`config.mk`:
```
export PLATFORM = sky130hd
export DESIGN_NAME = modn_step_counter
export DESIGN_NICKNAME = d
export VERILOG_FILES = /design/src/rtl/modn_step_counter.sv
export SDC_FILE = /design/constraint.sdc
export NUM_CORES = 1
export LEC_CHECK = 0
export ABC_AREA = 1
export BUFFER_PORTS_ARGS = -buffer_cell sky130_fd_sc_hd__buf_2
export CORE_ASPECT_RATIO = 1.25
export CORE_MARGIN = 5
export CORE_UTILIZATION = 35
export DETAILED_ROUTE_END_ITERATION = 10
export PLACE_DENSITY = 0.53
export SYNTH_ARGS = -nofsm -noshare
export SYNTH_HDL_FRONTEND = slang
export SYNTH_SLANG_ARGS = --single-unit
```
`constraint.sdc`:
```
create_clock -name clk -period 5.7 [get_ports clk]
set_input_delay 0.57 -clock clk [delete_from_list [all_inputs] [get_ports clk]]
set_output_delay 0.57 -clock clk [all_outputs]
set_load 0.005 [all_outputs]
```
`src/rtl/modn_step_counter.sv`:
```
// Modulo-M up/down counter with programmable step, synchronous load, wrap/saturate mode
// and registered carry/borrow pulses for cascading. Define MODCNT_WRAPCNT_EN to add the wraps counter.
module modn_step_counter #(
    parameter int M  = 13,
    parameter int B  = $clog2(M),
    parameter int SW = $clog2(M) + 1
) (
    input  logic          clk,
    input  logic          rst,
    input  logic          en,
    input  logic          inc,
    input  logic          dec,
    input  logic [SW-1:0] step,
    input  logic          sat,
    input  logic          load,
    input  logic [B-1:0]  load_val,
    output logic [B-1:0]  cnt,
    output logic          carry,
    output logic          borrow,
`ifdef MODCNT_WRAPCNT_EN
    output logic [15:0]   wraps,
`endif
    output logic          at_max,
    output logic          at_zero
);

    localparam int W  = B + 1;
    localparam int CW = (SW > W) ? SW : W;
    localparam logic [W-1:0]  M_W     = W'(M);
    localparam logic [W-1:0]  MAX_W   = W'(M - 1);
    localparam logic [B-1:0]  MAX_B   = B'(M - 1);
    localparam logic [CW-1:0] MAX_CW  = CW'(M - 1);

    logic [B-1:0]  cnt_r;
    logic          carry_r;
    logic          borrow_r;
    logic [CW-1:0] step_ext_s;
    logic [W-1:0]  step_s;
    logic [W-1:0]  cnt_w_s;
    logic [W-1:0]  sum_s;
    logic [W-1:0]  load_w_s;
    logic [B-1:0]  next_cnt_s;
    logic          next_carry_s;
    logic          next_borrow_s;

    // All arithmetic is one bit wider than cnt so cnt + s cannot overflow before the compare.
    assign step_ext_s = CW'(step);
    assign step_s     = (step_ext_s > MAX_CW) ? MAX_W : W'(step_ext_s);
    assign cnt_w_s    = {1'b0, cnt_r};
    assign sum_s      = cnt_w_s + step_s;
    assign load_w_s   = {1'b0, load_val};

    // Next-state selection: load > up > down > hold.
    always_comb begin
        next_cnt_s    = cnt_r;
        next_carry_s  = 1'b0;
        next_borrow_s = 1'b0;
        if (load) begin
            next_cnt_s = (load_w_s > MAX_W) ? MAX_B : load_val;
        end else if (en && inc && !dec) begin
            if (sat) begin
                next_cnt_s = (sum_s > MAX_W) ? MAX_B : sum_s[B-1:0];
            end else if (sum_s >= M_W) begin
                next_cnt_s   = B'(sum_s - M_W);
                next_carry_s = 1'b1;
            end else begin
                next_cnt_s = sum_s[B-1:0];
            end
        end else if (en && dec && !inc) begin
            if (cnt_w_s >= step_s) begin
                next_cnt_s = B'(cnt_w_s - step_s);
            end else if (sat) begin
                next_cnt_s = {B{1'b0}};
            end else begin
                next_cnt_s    = B'(cnt_w_s + M_W - step_s);
                next_borrow_s = 1'b1;
            end
        end else begin
            next_cnt_s = cnt_r;
        end
    end

    // Count and pulse registers.
    always_ff @(posedge clk) begin
        if (rst) begin
            cnt_r    <= {B{1'b0}};
            carry_r  <= 1'b0;
            borrow_r <= 1'b0;
        end else begin
            cnt_r    <= next_cnt_s;
            carry_r  <= next_carry_s;
            borrow_r <= next_borrow_s;
        end
    end

`ifdef MODCNT_WRAPCNT_EN
    logic [15:0] wraps_r;

    // Saturating count of wrap events, advancing on the same edge as the pulse.
    always_ff @(posedge clk) begin
        if (rst || load) begin
            wraps_r <= 16'h0000;
        end else if ((next_carry_s || next_borrow_s) && (wraps_r != 16'hFFFF)) begin
            wraps_r <= wraps_r + 16'h0001;
        end else begin
            wraps_r <= wraps_r;
        end
    end

    assign wraps = wraps_r;
`endif

    assign cnt     = cnt_r;
    assign carry   = carry_r;
    assign borrow  = borrow_r;
    assign at_max  = (cnt_r == MAX_B);
    assign at_zero = (cnt_r == {B{1'b0}});

endmodule

```
## After elaboration in Yosys (flattened, before gate mapping)

Index checks and enable logic that the tools add are counted.
W data, S select, Z words.

| word-level totals | value |
|---|---|
| input port bits | 16 |
| bits in registers | 6 |

| operators by class | value |
|---|---|
| magnitude comparators | 5 |
| bitwise operators | 2 |
| mux-type cells | 12 |
| equality and inequality tests | 1 |
| add/sub/neg operators | 5 |
| reduce and logical (&&, ||, !) cells | 10 |

Operators with widths:

| kind | count |
|---|---|
| $mux W4 | 9 |
| $gt A5 B4 Y1 const B | 2 |
| $sub A4 B4 Y4 | 2 |
| $add A4 B5 Y5 | 1 |
| $ge A4 B5 Y1 | 1 |
| $ge A5 B4 Y1 const B | 1 |
| $mux W5 | 1 |
| $reduce_or A5 Y1 | 1 |
| $add A4 B4 Y4 const B | 1 |
| $eq A4 B4 Y1 const B | 1 |
| $gt A4 B4 Y1 const B | 1 |
| $logic_and A1 B1 Y1 | 4 |
| $logic_not A4 Y1 | 1 |
| $reduce_or A4 Y1 | 1 |
| $sub A4 B4 Y4 const B | 1 |
| $reduce_bool A3 Y1 | 1 |
| $logic_not A1 Y1 | 2 |
| $mux W1 | 2 |
| $not A1 Y1 | 2 |

## Logic depth before layout (Yosys ltp)

Gate-level depths: netlist (run 1).

| depth | value |
|---|---|
| word-level depth | 8 |
| depth in mapped cells | 20 |
| depth with buffers taken out | 20 |

## Worst setup path after synthesis (run 1)

OpenSTA, ideal clock, no wires.

| timing | value |
|---|---|
| path type | input port to flip-flop |
| from | in step[0] |
| to | reg cnt_r[3], in the netlist cnt[3] |
| setup time | 116 ps |
| path slack | 3024 ps |
| arrival time | 2560 ps |
| cell stages on the path | 16 |
| cells stage by stage | inv_1 -> nand2_1 -> a31oi_1 -> inv_1 -> nor2_1 -> ha_1 -> inv_1 -> ha_1 -> fa_1 -> or2_2 -> nand4_1 -> nand3_1 -> nand2_1 -> inv_1 -> nand2_1 -> a21oi_1 |

| on the way | value |
|---|---|
| longest elaborated chain between the ends | 8 |
| elaborated cells between the ends (all ways) | 17 |
| those cells by class | add/sub (4); order compare (4); mux (9) |

RTL lines:

| what | line | source |
|---|---|---|
| start: declaration | 13 | `input logic [SW-1:0] step,` |
| $gt A5 B4 Y1 | 48 | `assign step_s = (step_ext_s > MAX_CW) ? MAX_W : W'(step_ext_s);` |
| $mux W5 (*) | 48 |  |
| $add A4 B5 Y5 or $sub A4 B4 Y4 (tied branches) | 50, 75 |  |
| $sub A4 B4 Y4 (tied with other cells) | 64 | `next_cnt_s = B'(sum_s - M_W);` |
| $mux W4 (on tied branches) | 63, 62, 70 |  |
| $mux W4 (on tied branches) | 61, 69 |  |
| $mux W4 (*) | 60 | `end else if (en && inc && !dec) begin` |
| $mux W4 (*) | 58 | `if (load) begin` |
| end signal: assignment | 86 | `cnt_r <= {B{1'b0}};` |
| end signal: assignment | 90 | `cnt_r <= next_cnt_s;` |
| end: declaration | 34 | `logic [B-1:0] cnt_r;` |

Mark *: on every way between the ends. The rest lies on a longest branch, timed or not. The select of a mux whose other input is x is not followed.
A chain may end at the register's enable or synchronous reset.

## Final worst setup path (run 1)

| timing | value |
|---|---|
| from | in step[1] |
| to | reg cnt_r[3], in the netlist cnt[3] |

The elaborated chain is that of the path after synthesis.

==> summary.md, run 1 <==
| Metric | Value |
|---|---|
| Num CTS Buffers | 3 |
| DR pass1 iterations | 4 |
| Crit path DAT | 2.92 ns |
| Max-slew violations | 0 |
| Die height | 69.6 um |
| Top cells by area, synth | ha_1, dfxtp_1, nand2_1 |
| Total power | 216 uW |
| RSZ-0062 raised after global routing | false |
| Setup CP Type | in2reg |
| Detail Route Antenna Nets | 0 |
| Final RePlAce weighted congestion | 0.848 |
| Clk buf depth | 2 |
| Post-layout util | 43.4% |
| Core area | 2710 sq um |
| Vias in the first global route | 1036 |
| Die area | 4010 sq um |
| Share of the synthesized area in the top cell type | 20.1% |
| First-pass GRT wire length | 4.42 mm |
| Mapped Cells | 156 |
| DR iter-0 viols | 24 |
| Final cycle utilization of the critical path | 48.6% |
| CP dominant cell by count | inv_1 |
| Placed cells | 213 |
| Min-Delay Path Class | in2reg |
| Leakage power | 0.675 nW |
| Clk slew on worst S/H paths | 0.05 ns |
| Post-Syn Area | 995 sq um |
| PD cells | 184 nW/um^2 |
| Max cap viols | 0 |
| Cell with the most instances after synthesis | nand2_1 |
| Clk_lat worst skew | 0.26 ns |
| CTS Hold Bufs | 0 |
| Pin count of the biggest net entering global routing | 11 |
| Critical Path Max Stage Delay | 0.39 ns |
| Root Buffer | clkbuf_4 |
| Commonest cells post-synth | nand2_1, inv_1, nor2_1 |
| Drt wl/cell | 11.9 um |
| Capturing element type of the critical path | register |
| Worst Path Max Fanout | 5 |
| Number of I/O port buffers | 23 |
| Area grow syn2layout | 18.1% |
| Resized cells post-CTS | 0 |
| Nets@finish | 219 |
| Sequential area share after synthesis | 12.1% |
| WP data required | 5.85 ns |
| Slowest-stage cell, CP | nor2_1 |
| Setup_tns | 0 ns |
| Worst IR Drop VDD | 0.0752 mV |
| DP HPWL | 2.21 mm |
| Slew @ Worst Pin | 0.491 ns |
| Drt total wl | 2.56 mm |
| Overflow after GRT | 0 |
| Initial antenna violation count | 0 |
| Setup violators final | 0 |
| Chip Width | 57.7 um |
| Synthesized area per cell | 6.38 sq um |
| Post-synth top flop | dfxtp_1 |
| Via density | 4.83 |
| Top Ports | 24 |
| Clock sink count | 6 |
| Status | complete, no violations |
| Yosys top cell by area | ha_1 |
| H-tree levels | 1 |
| Clock Skew | 0.000368 ns |
| Final-report hold violation count | 0 |
| Maximum operating frequency | 361 MHz |
| Crit path cell chain | buf_2 -> inv_1 -> nand2_1 -> a31oi_1 -> inv_1 -> nor2_1 -> ha_1 -> inv_1 -> ha_1 -> fa_1 -> or2_2 -> nand4_1 -> nand3_1 -> nand2_1 -> inv_1 -> nand2_1 -> a21oi_1 |
| N_diodes | 0 |
| EDFF count, synth | 0 |
| CTS tree | done |
| CP Launch Type | primary input |
| Min cycle time layout | 2.77 ns |
| Slew headroom | 67.1% |
| Warnings, synthesis | 0 |
| Fin cells | 216 |
| Post-synth cell types | 26 |
| Drt drc | 0 |
| Via count | 1044 |
| Syn Nets | 191 |
| Post-CTS Setup Repair Bufs | 0 |
| Row count | 21 |
| Starting Density | 36.8% |
| Share of cells above drive strength 1 | 18.7% |
| Register bit total from synthesis | 6 |
| Ys async rst share | 0% |
| Tot GR Track Use | 13.5% |
state kept, by name (all words and copies together), names as in the netlist:
register and count:
carry 1, cnt 4, borrow 1
cell families (layout without fill, tap and decap cells):
kind of cell / after synthesis / after routing / synth area share, %
fa+ha+maj: 19 / 19 / 26.2
xor+xnor: 3 / 3 / 2.64
simple gates: 77 / 77 / 35.2
flops: 6 / 6 / 12.1
compound gates: 20 / 20 / 12.2
buf+inv: 31 / 57 / 11.7
power by group:
part | switching [mW] | leakage (nW) | internal, mW
Clock | 0.0196 | 0.0138 | 0.0241
Combinational | 0.0728 | 0.612 | 0.0479
Sequential | 0.00618 | 0.0493 | 0.0450
Total | 0.0986 | 0.675 | 0.117
critical path, delay by kind of cell:
kind	cells	cell delay, ns
AO/OA/AOI/OAI	2	0.18
buffers and inverters	5	0.33
AND/OR/NAND/NOR	7	1.04
adder cells (fa/ha/maj)	3	0.80
placed cells by master, fill, tap and decap left out, types with 3 or more instances in the layout:
master     n
nand3_1   12
dfxtp_1    6
inv_1     30
fa_1       3
nor2_1    18
o21ai_0    6
o211ai_1   4
a21oi_1    6
nand2_1   32
ha_1      16
clkbuf_4   3
buf_2     23
nand4_1    3
path summary, 6_finish.rpt:
path / startpoint / to / slack (ns) / cells after the start
hold / removal: sat / borrow$_SDFF_PP0_ / 0.50 / 2
setup reg to reg: cnt[1]$_SDFFE_PP0P_ / cnt[3]$_SDFFE_PP0P_ / 3.30 / 12
setup / recovery: step[1] / cnt[3]$_SDFFE_PP0P_ / 2.93 / 17
hold reg to reg: cnt[3]$_SDFFE_PP0P_ / cnt[3]$_SDFFE_PP0P_ / 0.65 / 2
routing by layer:
layer / global-route usage, % / routed length, um / vias up
met5: 0 / 0 / -
met2: 24.6 / 1260 / 30
met4: 4.90 / 38 / 0
met1: 15.9 / 1090 / 462
li1: - / - / 547
met3: 1.12 / 166 / 5
cell type report:
class | instances | area [sq um]
clock buffers | 3 | 22.5
fillers | 292 | 1530
inverters | 31 | 116
multi-input cells | 119 | 758
flip-flops and latches | 6 | 120
well taps | 34 | 42.5
repair buffers | 23 | 115
stage by stage:
| step | hold slack, ns | instance area [sq um] | setup WS, ns |
|---|---|---|---|
| 2_1_floorplan | 0.544 | 995 | 3.02 |
| 3_3_place_gp | 0.637 | 1150 | 2.64 |
| 3_5_place_dp | 0.640 | 1150 | 2.59 |
| 4_1_cts | 0.501 | 1170 | 2.86 |
| 5_1_grt | 0.523 | 1170 | 2.67 |
| 6_report | 0.502 | 1170 | 2.93 |
(Power assumes the default switching activity.)
==> run 2, diff against run 1 <==
Settings changed: ABC_AREA 1 to 0, PLACE_DENSITY 0.53 to 0.52.
Clock period 5.7 ns to 2.65 ns, I/O delays scaled along.
==> run 2 against run 1 <==
Sequential share of layout area is 1.4 points lower. Register-to-register slack worse by 3.1 ns. Cell area is 16% higher. Wire length is 14% higher. Global-route usage is 0.49 points higher.
==> summary.md, run 2 <==
| Metric | Value |
|---|---|
| CP Launch Type | register |
| Via density | 5.31 |
| Slew @ Worst Pin | 0.431 ns |
| Post-synth top flop | dfxtp_1 |
| Metal-1 WL | 1.27 mm |
| Slew headroom | 71.1% |
| R2r setup slk | 0.21 ns |
| Post-synth cell types | 50 |
| Clk_lat worst skew | 0.23 ns |
| Max reg flops | 4 |
| Worst R2R End | cnt[3]$_SDFFE_PP0P_ |
| Final Worst Setup Slack | 0.214 ns |
| Root Buffer | clkbuf_8 |
| Clk buf depth | 2 |
| Starting Density | 35.7% |
| Final RePlAce weighted congestion | 0.799 |
| Chip Width | 60.6 um |
| Leakage power | 0.635 nW |
| Syn Nets | 177 |
| Clock sink count | 6 |
| Post-Syn Area | 1120 sq um |
| Num CTS Buffers | 3 |
| Top cells by area, synth | ha_1, dfxtp_1, fa_1 |
| Drt drc | 0 |
| Maximum operating frequency | 410 MHz |
| Share of the synthesized area in the top cell type | 17.9% |
| Hold endpoint | cnt[2]$_SDFFE_PP0P_ |
| H-tree levels | 1 |
| Setup CP Type | reg2reg |
| Max-slew violations | 0 |
| EDFF count, synth | 0 |
| Crit path DAT | 2.55 ns |
| R2R depth | 11 |
| Final cycle utilization of the critical path | 91.9% |
| First-pass GRT wire length | 4.77 mm |
| Tot GR Track Use | 14.0% |
| Setup_tns | 0 ns |
| Core area | 3140 sq um |
| Die height | 73.3 um |
| DR top layer | met4 |
| Sequential area share after synthesis | 10.7% |
| Vias in the first global route | 1041 |
| Top Ports | 24 |
| Cell with the most instances after synthesis | ha_1 |
| Routed wl met3 | 161 um |
| Final-report hold violation count | 0 |
| Most frequent cells in the layout | buf_2, ha_1, inv_1 |
| Drt wl/cell | 14.1 um |
| Detail Route Antenna Nets | 0 |
| Nets@finish | 208 |
| Warnings, synthesis | 0 |
| CTS tree | done |
| Ys async rst share | 0% |
| Setup violators final | 0 |
| Via count | 1104 |
| WP data required | 2.77 ns |
| Status | complete, no violations |
| Min-delay src | rst |
| Min cycle time layout | 2.44 ns |
| Filler cell count | 324 |
| Worst IR Drop VDD | 0.233 mV |
| Register bit total from synthesis | 6 |
| Initial antenna violation count | 0 |
| Drt total wl | 2.93 mm |
| Capturing element type of the critical path | register |
| Reg2reg start | cnt[1]$_SDFFE_PP0P_ |
| Mapped Cells | 142 |
| Yosys top cell by area | ha_1 |
| Share of cells above drive strength 1 | 26.9% |
| DR pass1 iterations | 4 |
| Area grow syn2layout | 21.4% |
| Min-Delay Path Class | in2reg |
| WHS Path Cells | 2 |
| Commonest cells post-synth | ha_1, inv_1, nand2_1 |
| Worst Path Max Fanout | 3 |
| Die area | 4440 sq um |
| Overflow after GRT | 0 |
| RSZ-0062 raised after global routing | false |
| Number of I/O port buffers | 23 |
| Clk slew on worst S/H paths | 0.04 ns |
| Clock Skew | 0.00367 ns |
| Synthesized area per cell | 7.89 sq um |
| N_diodes | 0 |
| DR iter-0 viols | 54 |
| Pin count of the biggest net entering global routing | 14 |
| DP HPWL | 2.49 mm |
| Row count | 23 |
| Max cap viols | 0 |
| Met2 routed WL | 1.44 mm |
| PD cells | 406 nW/um^2 |
| Commonest non-fill, non-tap cell in the layout | buf_2 |
| Pre-CTS setup slack | -0.0506 ns |
run 2: cell count changes after synthesis, moves of 3 or more:
cell,delta
nand2b_1,+5
nand3_1,-10
nor2b_1,+3
nor3_1,+3
nor2_1,-11
inv_1,-15
nand2_1,-21
xor2_1,+4
nand4_1,-3
run 2: how the worst max path moves through the flow:
stage / start / to / slack [ns] / depth (start not counted)
floorplan: cnt[1]$_SDFFE_PP0P_ / cnt[3]$_SDFFE_PP0P_ / 0.17 / 11
global placement: step[2] / cnt[3]$_SDFFE_PP0P_ / -0.03 / 14
detailed placement: step[2] / cnt[3]$_SDFFE_PP0P_ / -0.05 / 14
CTS: cnt[1]$_SDFFE_PP0P_ / cnt[3]$_SDFFE_PP0P_ / 0.15 / 11
global route: step[3] / cnt[1]$_SDFFE_PP0P_ / 0.04 / 12
finish: cnt[1]$_SDFFE_PP0P_ / cnt[3]$_SDFFE_PP0P_ / 0.21 / 11
run 2: cells by family (layout without fill, tap and decap cells):
logic type	count (synthesis)	count (layout)	share of synthesized area (%)
AND/OR/NAND/NOR	50	50	25.6
AO/OA/AOI/OAI	35	35	23.7
buffers and inverters	22	51	8.82
adder cells (fa/ha/maj)	19	19	23.2
XOR/XNOR	8	8	6.25
flip-flops	6	6	10.7
multiplexers	2	2	1.79
run 2: cell type report:
class                           instances  area, sq um  share of cell area, %
Clock buffer                            3         41.3                   3.03
Inverter                               17         63.8                   4.69
Multi-Input combinational cell        114          915                   67.2
Sequential cell                         6          120                   8.82
Tap cell                               37         46.3                   3.40
Timing Repair Buffer                   31          175                   12.9
run 2: repair_timing:
item	CTS	global route
setup buffers	0	0
setup endpoints to repair	0	1
resized for setup	0	2
hold buffers	0	0
run 2: worst max-delay path: stages (launching register included):
cell and delay [ns]:
dfxtp_1 0.32, inv_1 0.11, ha_4 0.30, inv_1 0.06
ha_1 0.21, fa_1 0.38, xnor2_1 0.19, xnor2_1 0.15
o211ai_1 0.10, a21oi_1 0.17, o22ai_1 0.10, a32o_1 0.25
run 2: power breakdown:
| part | switching (mW) | internal [mW] | leakage (nW) | total [mW] |
|---|---|---|---|---|
| Combinational | 0.173 | 0.138 | 0.564 | 0.311 |
| Clock | 0.0407 | 0.0977 | 0.0216 | 0.138 |
| Sequential | 0.00609 | 0.0971 | 0.0493 | 0.103 |
| Total | 0.220 | 0.333 | 0.635 | 0.552 |
run 2: stage by stage:
| stage | power [mW] | instance area (sq um) | hold WS [ns] | std cells | utilization, % |
|---|---|---|---|---|---|
| after floorplan | 0.327 | 1120 | 0.467 | 142 | - |
| after global placement | 0.410 | 1310 | 0.545 | 205 | 41.7 |
| after detailed placement | 0.411 | 1310 | 0.551 | 205 | 41.7 |
| after CTS | 0.549 | 1350 | 0.323 | 208 | 43.0 |
| after global routing | 0.593 | 1360 | 0.337 | 208 | 43.4 |
| final | 0.552 | 1360 | 0.323 | 208 | 43.4 |
run 2: per-layer routing:
layer,up-vias,GRT usage (%)
met5,-,0
met4,0,4.58
met3,7,1.76
met2,41,24.1
met1,498,17.7
li1,558,-
